`src/rtl/divided_clock_period_meter.sv`:
```
// Measures period and high time of a slow periodic input in clock_in cycles,
// publishing each result with a strobe and flagging lock and input loss.
module divided_clock_period_meter #(
    parameter int unsigned COUNTER_RANGE = 16,
    parameter int unsigned SYNC_STAGES   = 2,
    parameter int unsigned LOCK_COUNT    = 4
) (
    input  logic                     clock_in,
    input  logic                     nreset,
    input  logic                     signal_in,
    output logic [COUNTER_RANGE-1:0] period_out,
    output logic [COUNTER_RANGE-1:0] high_time_out,
    output logic                     measure_valid,
    output logic                     locked,
    output logic                     timeout
);

    localparam int unsigned MATCH_W = $clog2(LOCK_COUNT + 1);
    localparam logic [COUNTER_RANGE-1:0] CNT_MAX = '1;
    localparam logic [MATCH_W-1:0] MATCH_MAX = MATCH_W'(LOCK_COUNT);
    localparam logic [MATCH_W-1:0] MATCH_PRE = MATCH_W'(LOCK_COUNT - 1);

    typedef enum logic [1:0] {
        IDLE,
        HIGH,
        LOW
    } state_t;

    state_t state;
    state_t state_next;

    logic [SYNC_STAGES-1:0]   sync;
    logic                     s;
    logic                     s_prev;
    logic                     rise;
    logic                     fall;
    logic [COUNTER_RANGE-1:0] cnt;
    logic [COUNTER_RANGE-1:0] high_cnt;
    logic [MATCH_W-1:0]       match_cnt;
    logic                     load_cnt;
    logic                     latch_high;
    logic                     publish;
    logic                     expire;
    logic                     cnt_full;
    logic                     same_pair;

    assign s         = sync[SYNC_STAGES-1];
    assign cnt_full  = (cnt == CNT_MAX);
    assign same_pair = (cnt == period_out) && (high_cnt == high_time_out);

    // Synchronizer plus registered edge flags
    always_ff @(posedge clock_in) begin
        if (!nreset) begin
            sync   <= '0;
            s_prev <= 1'b0;
            rise   <= 1'b0;
            fall   <= 1'b0;
        end else begin
            sync   <= {sync[SYNC_STAGES-2:0], signal_in};
            s_prev <= s;
            rise   <= s & ~s_prev;
            fall   <= ~s & s_prev;
        end
    end

    always_ff @(posedge clock_in) begin
        if (!nreset) begin
            state <= IDLE;
        end else begin
            state <= state_next;
        end
    end

    always_comb begin
        state_next = state;
        load_cnt   = 1'b0;
        latch_high = 1'b0;
        publish    = 1'b0;
        expire     = 1'b0;
        case (state)
            IDLE: begin
                if (rise) begin
                    load_cnt   = 1'b1;
                    state_next = HIGH;
                end
            end
            HIGH: begin
                if (fall) begin
                    latch_high = 1'b1;
                    state_next = LOW;
                end else if (cnt_full) begin
                    expire     = 1'b1;
                    state_next = IDLE;
                end
            end
            LOW: begin
                if (rise) begin
                    publish    = 1'b1;
                    load_cnt   = 1'b1;
                    state_next = HIGH;
                end else if (cnt_full) begin
                    expire     = 1'b1;
                    state_next = IDLE;
                end
            end
            default: state_next = IDLE;
        endcase
    end

    // Saturating measurement counter; saturation is the loss-of-input condition
    always_ff @(posedge clock_in) begin
        if (!nreset) begin
            cnt      <= '0;
            high_cnt <= '0;
        end else begin
            if (load_cnt) begin
                cnt <= COUNTER_RANGE'(1);
            end else if (expire) begin
                cnt <= '0;
            end else if (state != IDLE && !cnt_full) begin
                cnt <= cnt + COUNTER_RANGE'(1);
            end
            if (latch_high) begin
                high_cnt <= cnt;
            end
        end
    end

    // Publication, lock tracking and sticky timeout
    always_ff @(posedge clock_in) begin
        if (!nreset) begin
            period_out    <= '0;
            high_time_out <= '0;
            measure_valid <= 1'b0;
            locked        <= 1'b0;
            timeout       <= 1'b0;
            match_cnt     <= '0;
        end else begin
            measure_valid <= publish;
            if (publish) begin
                period_out    <= cnt;
                high_time_out <= high_cnt;
                timeout       <= 1'b0;
                if (match_cnt == '0 || !same_pair) begin
                    match_cnt <= MATCH_W'(1);
                    locked    <= 1'b0;
                end else begin
                    if (match_cnt != MATCH_MAX) begin
                        match_cnt <= match_cnt + MATCH_W'(1);
                    end
                    locked <= (match_cnt >= MATCH_PRE);
                end
            end else if (expire) begin
                timeout   <= 1'b1;
                locked    <= 1'b0;
                match_cnt <= '0;
            end
        end
    end

endmodule

```
`config.mk`:
```
export PLATFORM = sky130hd
export DESIGN_NAME = divided_clock_period_meter
export DESIGN_NICKNAME = d
export VERILOG_FILES = /design/src/rtl/divided_clock_period_meter.sv
export SDC_FILE = /design/constraint.sdc
export NUM_CORES = 1
export LEC_CHECK = 0
export ABC_AREA = 1
export BUFFER_PORTS_ARGS = -buffer_cell sky130_fd_sc_hd__buf_2
export CORE_ASPECT_RATIO = 1.4
export CORE_MARGIN = 1.5
export CORE_UTILIZATION = 37
export DETAILED_ROUTE_END_ITERATION = 8
export SLEW_MARGIN = 5
export SYNTH_ARGS = -nofsm -noshare
export SYNTH_HDL_FRONTEND = slang
export SYNTH_SLANG_ARGS = --single-unit
```
`constraint.sdc`:
```
create_clock -name clock_in -period 4.4 [get_ports clock_in]
set_input_delay 0.44 -clock clock_in [delete_from_list [all_inputs] [get_ports clock_in]]
set_output_delay 0.44 -clock clock_in [all_outputs]
set_load 0.01 [all_outputs]
```
==> impl_summary.md <==
Cells and area
The final layout net count is between 500 and 600. The filler-free cell count of the finished design is 636. After filler insertion, the fill cell instance count of the layout stands at 965. The number of antenna diodes in the final layout is 0. Summing all non-filler instances in the final layout gives an area of slightly above 4000 um2.

The fraction of final layout cells sized beyond drive strength 1 is 13.7%. The layout-stage area growth over the synthesis result is 16.9%.

CTS
The clock slew seen by the registers of the worst setup and hold paths is 0.06 ns. The number of clock buffers added by TritonCTS is 9. The clock tree from TritonCTS is done. In this run the clock root is driven by a sky130_fd_sc_hd__clkbuf_16. The worst-case clock buffer depth is 2. CTS saw 77 sinks. The later pin in the worst-skew pair is clocked with a latency of about 0.34 ns. The number of gates given a new drive strength after cts is 0. The clock tree synthesis step divided the H-tree into 3 levels. Once the clock tree was built, the setup fixing pass inserted 0 buffers. The number of hold buffers added after CTS was 0.

Logic synthesis
During synthesis, Yosys emitted a total of 0 warnings. Sorting the synthesized cells by how often they occur yields sky130_fd_sc_hd__nand2_1 (108), sky130_fd_sc_hd__dfxtp_1 (77), sky130_fd_sc_hd__inv_1 (77). The cell area that synthesis handed to floorplanning was 3520 um2. The synthesized netlist cell count is around 490. The average instance in the mapped netlist occupies about 7.2 um2. For this run, asynchronously set or reset flops after synthesis account for 0%.

In this run, synthesis produced a sequential element count of 77. The synthesized design contains 0 enable-type register cells. The number of distinct library cells after synthesis is 31. Yosys attributes the largest share of cell area to sky130_fd_sc_hd__dfxtp_1 (44%), sky130_fd_sc_hd__nand2_1 (12%), sky130_fd_sc_hd__inv_1 (8.2%), sky130_fd_sc_hd__o21ai_0 (5.0%), sky130_fd_sc_hd__a21oi_1 (4.8%). The net count of the mapped netlist is ~500. The area fraction of the dominant cell type after synthesis is about 44%. The most common cell in the synthesized netlist is sky130_fd_sc_hd__nand2_1. The synthesized design spends more area on one cell type than any other, namely sky130_fd_sc_hd__dfxtp_1.

Of the synthesized area, sequential elements account for between 40% and 50%. Among all flip-flop cells after synthesis, the most frequent one is sky130_fd_sc_hd__dfxtp_1.

Power
The switching share of power is 20.9%. The sequential share of power is between 40% and 50%. For this design the ratio of total power to cell area is about 380 nW/um2. The clock network accounts for between 50% and 60% of the total power. The internal power of the cells totals ~0.0012 W. In this run the static leakage power is ~1.8 nW. Across the VDD grid, the largest voltage drop is about 0.17 mV. Overall power consumption after layout is estimated at about 0.0016 W. For this design the total switching power over the nets is 0.000329 W. The logic gate share of total power is about 3.7%.

Floorplan
The floorplan step set the die height to 118 um. The count of pins on the block boundary is 38. The width of the chip is 85.5 um. The standard cell core area is 9350 um2. Row generation in the floorplan step produced 42 rows.

For this configuration, the core starts out at a cell density of between 30% and 40%. The floorplan step defined a die boundary enclosing between 10,000 and 15,000 um2.

Placement
The placed instance count is between 600 and 700. Input and output buffers added on the ports amount to 37. The weighted congestion at the end of routability-driven global placement is between 0.8 and 0.9.

Detailed placement finished with a half-perimeter wire length of about 6300 um. The standard cell area after detailed placement is about 3800 um2.

Worst setup path
The arrival time of the worst setup path is roughly 2.7 ns. The capturing element type of the critical path is a register. The number of buffers and inverters on the critical path is 2.

The cell that appears most often on the critical path is sky130_fd_sc_hd__inv_1. The count of cells along the worst register-to-register path is 6. The category of the most critical setup path is register to register.

The startpoint type of the worst setup path is a register. The required time at the endpoint of the critical path is approximately 4.6 ns. The critical path depth in cells is 6. The highest net fanout along the worst path is 31. The slowest stage of the critical path belongs to the cell sky130_fd_sc_hd__inv_1.

For this run, the slowest stage of the critical path takes roughly 0.81 ns. The cell family contributing the most delay on the critical path is buffers and inverters. Walking the worst path, the cells encountered are inv_1 > ha_1 > nand2_1 > nor2_1 > inv_1 > o21ai_0.

Status
The flow ran to the end, but the final reports show violations. The checks that failed: DRC.

STA
The measured slew at the worst slew-check pin is between 1 and 1.5 ns. The smallest clock period supported by the final layout is computed as about 2.5 ns. The final hold violation count is 0. Setup repair after global routing left no endpoint under its margin.

The final total negative setup slack is 0 ns. Headroom to the max-slew limit came out at between 20% and 30%. The final-report max-slew violation count is 0. Setup violations remaining at the end of the flow were counted as 0.

The clock arrives with a little over 0.007 ns of skew. The maximum achievable frequency is 0.402 GHz. Of the available clock period, the critical path in the final layout requires between 50% and 60%.

Drt
Summed over all layers, the routed wires come to 8670 um. After the first detailed-routing iteration, the DRC count stood at 189. The average vias per placed instance is 5.00. The average routed wire per standard cell is 13.6 um. The number of optimization iterations in the first detailed-route pass is 6. For this run, design rule violations remaining after detail routing come to 4. The count of nets left with antenna violations once routing finished came out at 0. Summing over every cut layer, the via total after detailed routing is between 3,000 and 4,000.

Job
The max-capacitance violation count is 0.

Hold path
The path class of the tightest hold or removal check is input pin to register. The hold path depth is 3.

Global routing
For this run the aggregate overflow at the end of global routing stands at 0. The overall routing resource usage is a little under a fifth. The global-route wire length before repair is between 10,000 and 15,000 um.

The number of antenna violations at the first check in global routing is 0. Entering global routing, the biggest net connects 35 pins. The number of global-route vias before repair is 3,100.
==> power groups by stage <==
stage	clock (W)	sequential, W	combinational (W)
final	0.000807	0.000709	0.0000581
after global routing	0.000850	0.000710	0.0000670
after CTS	0.000825	0.000710	0.0000578
after detailed placement	0	0.000725	0.0000575
after global placement	0	0.000724	0.0000572
after floorplan	0	0.000723	0.0000445
==> sequential cells by signal (all words and copies together), names as in the netlist, 2 cells and up <==
signal,flops
high_cnt,16
period_out,16
state,2
high_time_out,16
match_cnt,3
cnt,16
sync,2
==> cells in the final DEF (no fill, tap or decap), drive strengths merged <==
cell	instances
clkbuf	12
inv	81
o21ai	42
bufinv	2
nor3b	1
xnor2	9
and2	1
dfxtp	77
or2	1
a21oi	34
nand4	9
ha	8
o21a	1
nand3	24
nor2	36
nor3	8
a31oi	1
o22ai	24
clkinv	1
xor2	1
buf	37
nor4	1
nand2	115
==> metrics by stage <==
step	hold WS (ns)	setup slack, ns	util, %
after floorplan	0.389	2.80	-
after global routing	0.332	1.72	44.0
after CTS	0.291	1.92	44.0
final	0.294	1.91	44.0
after detailed placement	0.407	1.96	40.5
after global placement	0.395	2.09	40.5
==> path summary, 6_finish.rpt <==
| check | startpoint | slack [ns] | end |
|---|---|---|---|
| setup reg to reg | state[0]$_SDFFE_PN0P_ | 1.91 | high_time_out[4]$_SDFFE_PN0P_ |
| hold / removal | signal_in | 0.29 | sync[0]$_SDFF_PN0_ |
| hold reg to reg | sync[0]$_SDFF_PN0_ | 0.41 | sync[1]$_SDFF_PN0_ |
| setup / recovery | state[0]$_SDFFE_PN0P_ | 1.91 | high_time_out[4]$_SDFFE_PN0P_ |
==> tightest hold or removal path, stage by stage <==
cell and delay, ns:
sky130_fd_sc_hd__buf_2 0.08, sky130_fd_sc_hd__nand2_1 0.04, sky130_fd_sc_hd__inv_1 0.04
==> layout make-up <==
type	count	area, um2	area share, %
Clock buffer	12	256	6.23
Clock inverter	3	68.8	1.67
Inverter	81	304	7.38
Multi-Input combinational cell	316	1620	39.4
Sequential cell	77	1540	37.4
Tap cell	110	138	3.34
Timing Repair Buffer	37	185	4.50
==> kinds of logic after synthesis <==
family,share of synthesized area (%)
compound gates,15.6
xor+xnor,2.49
fa+ha+maj,2.84
buf+inv,10.2
flops,43.8
simple gates,25.2
==> layer usage <==
metal	GRT usage (%)	wire (um)	part of all wire, %	up-vias
met5	0	0	0	-
met4	7.96	129	1.5	0
met3	3.70	304	3.5	12
met2	31.5	4530	52	55
met1	21.2	3700	43	1473
li1	-	-	-	1643
(Power assumes the default switching activity.)
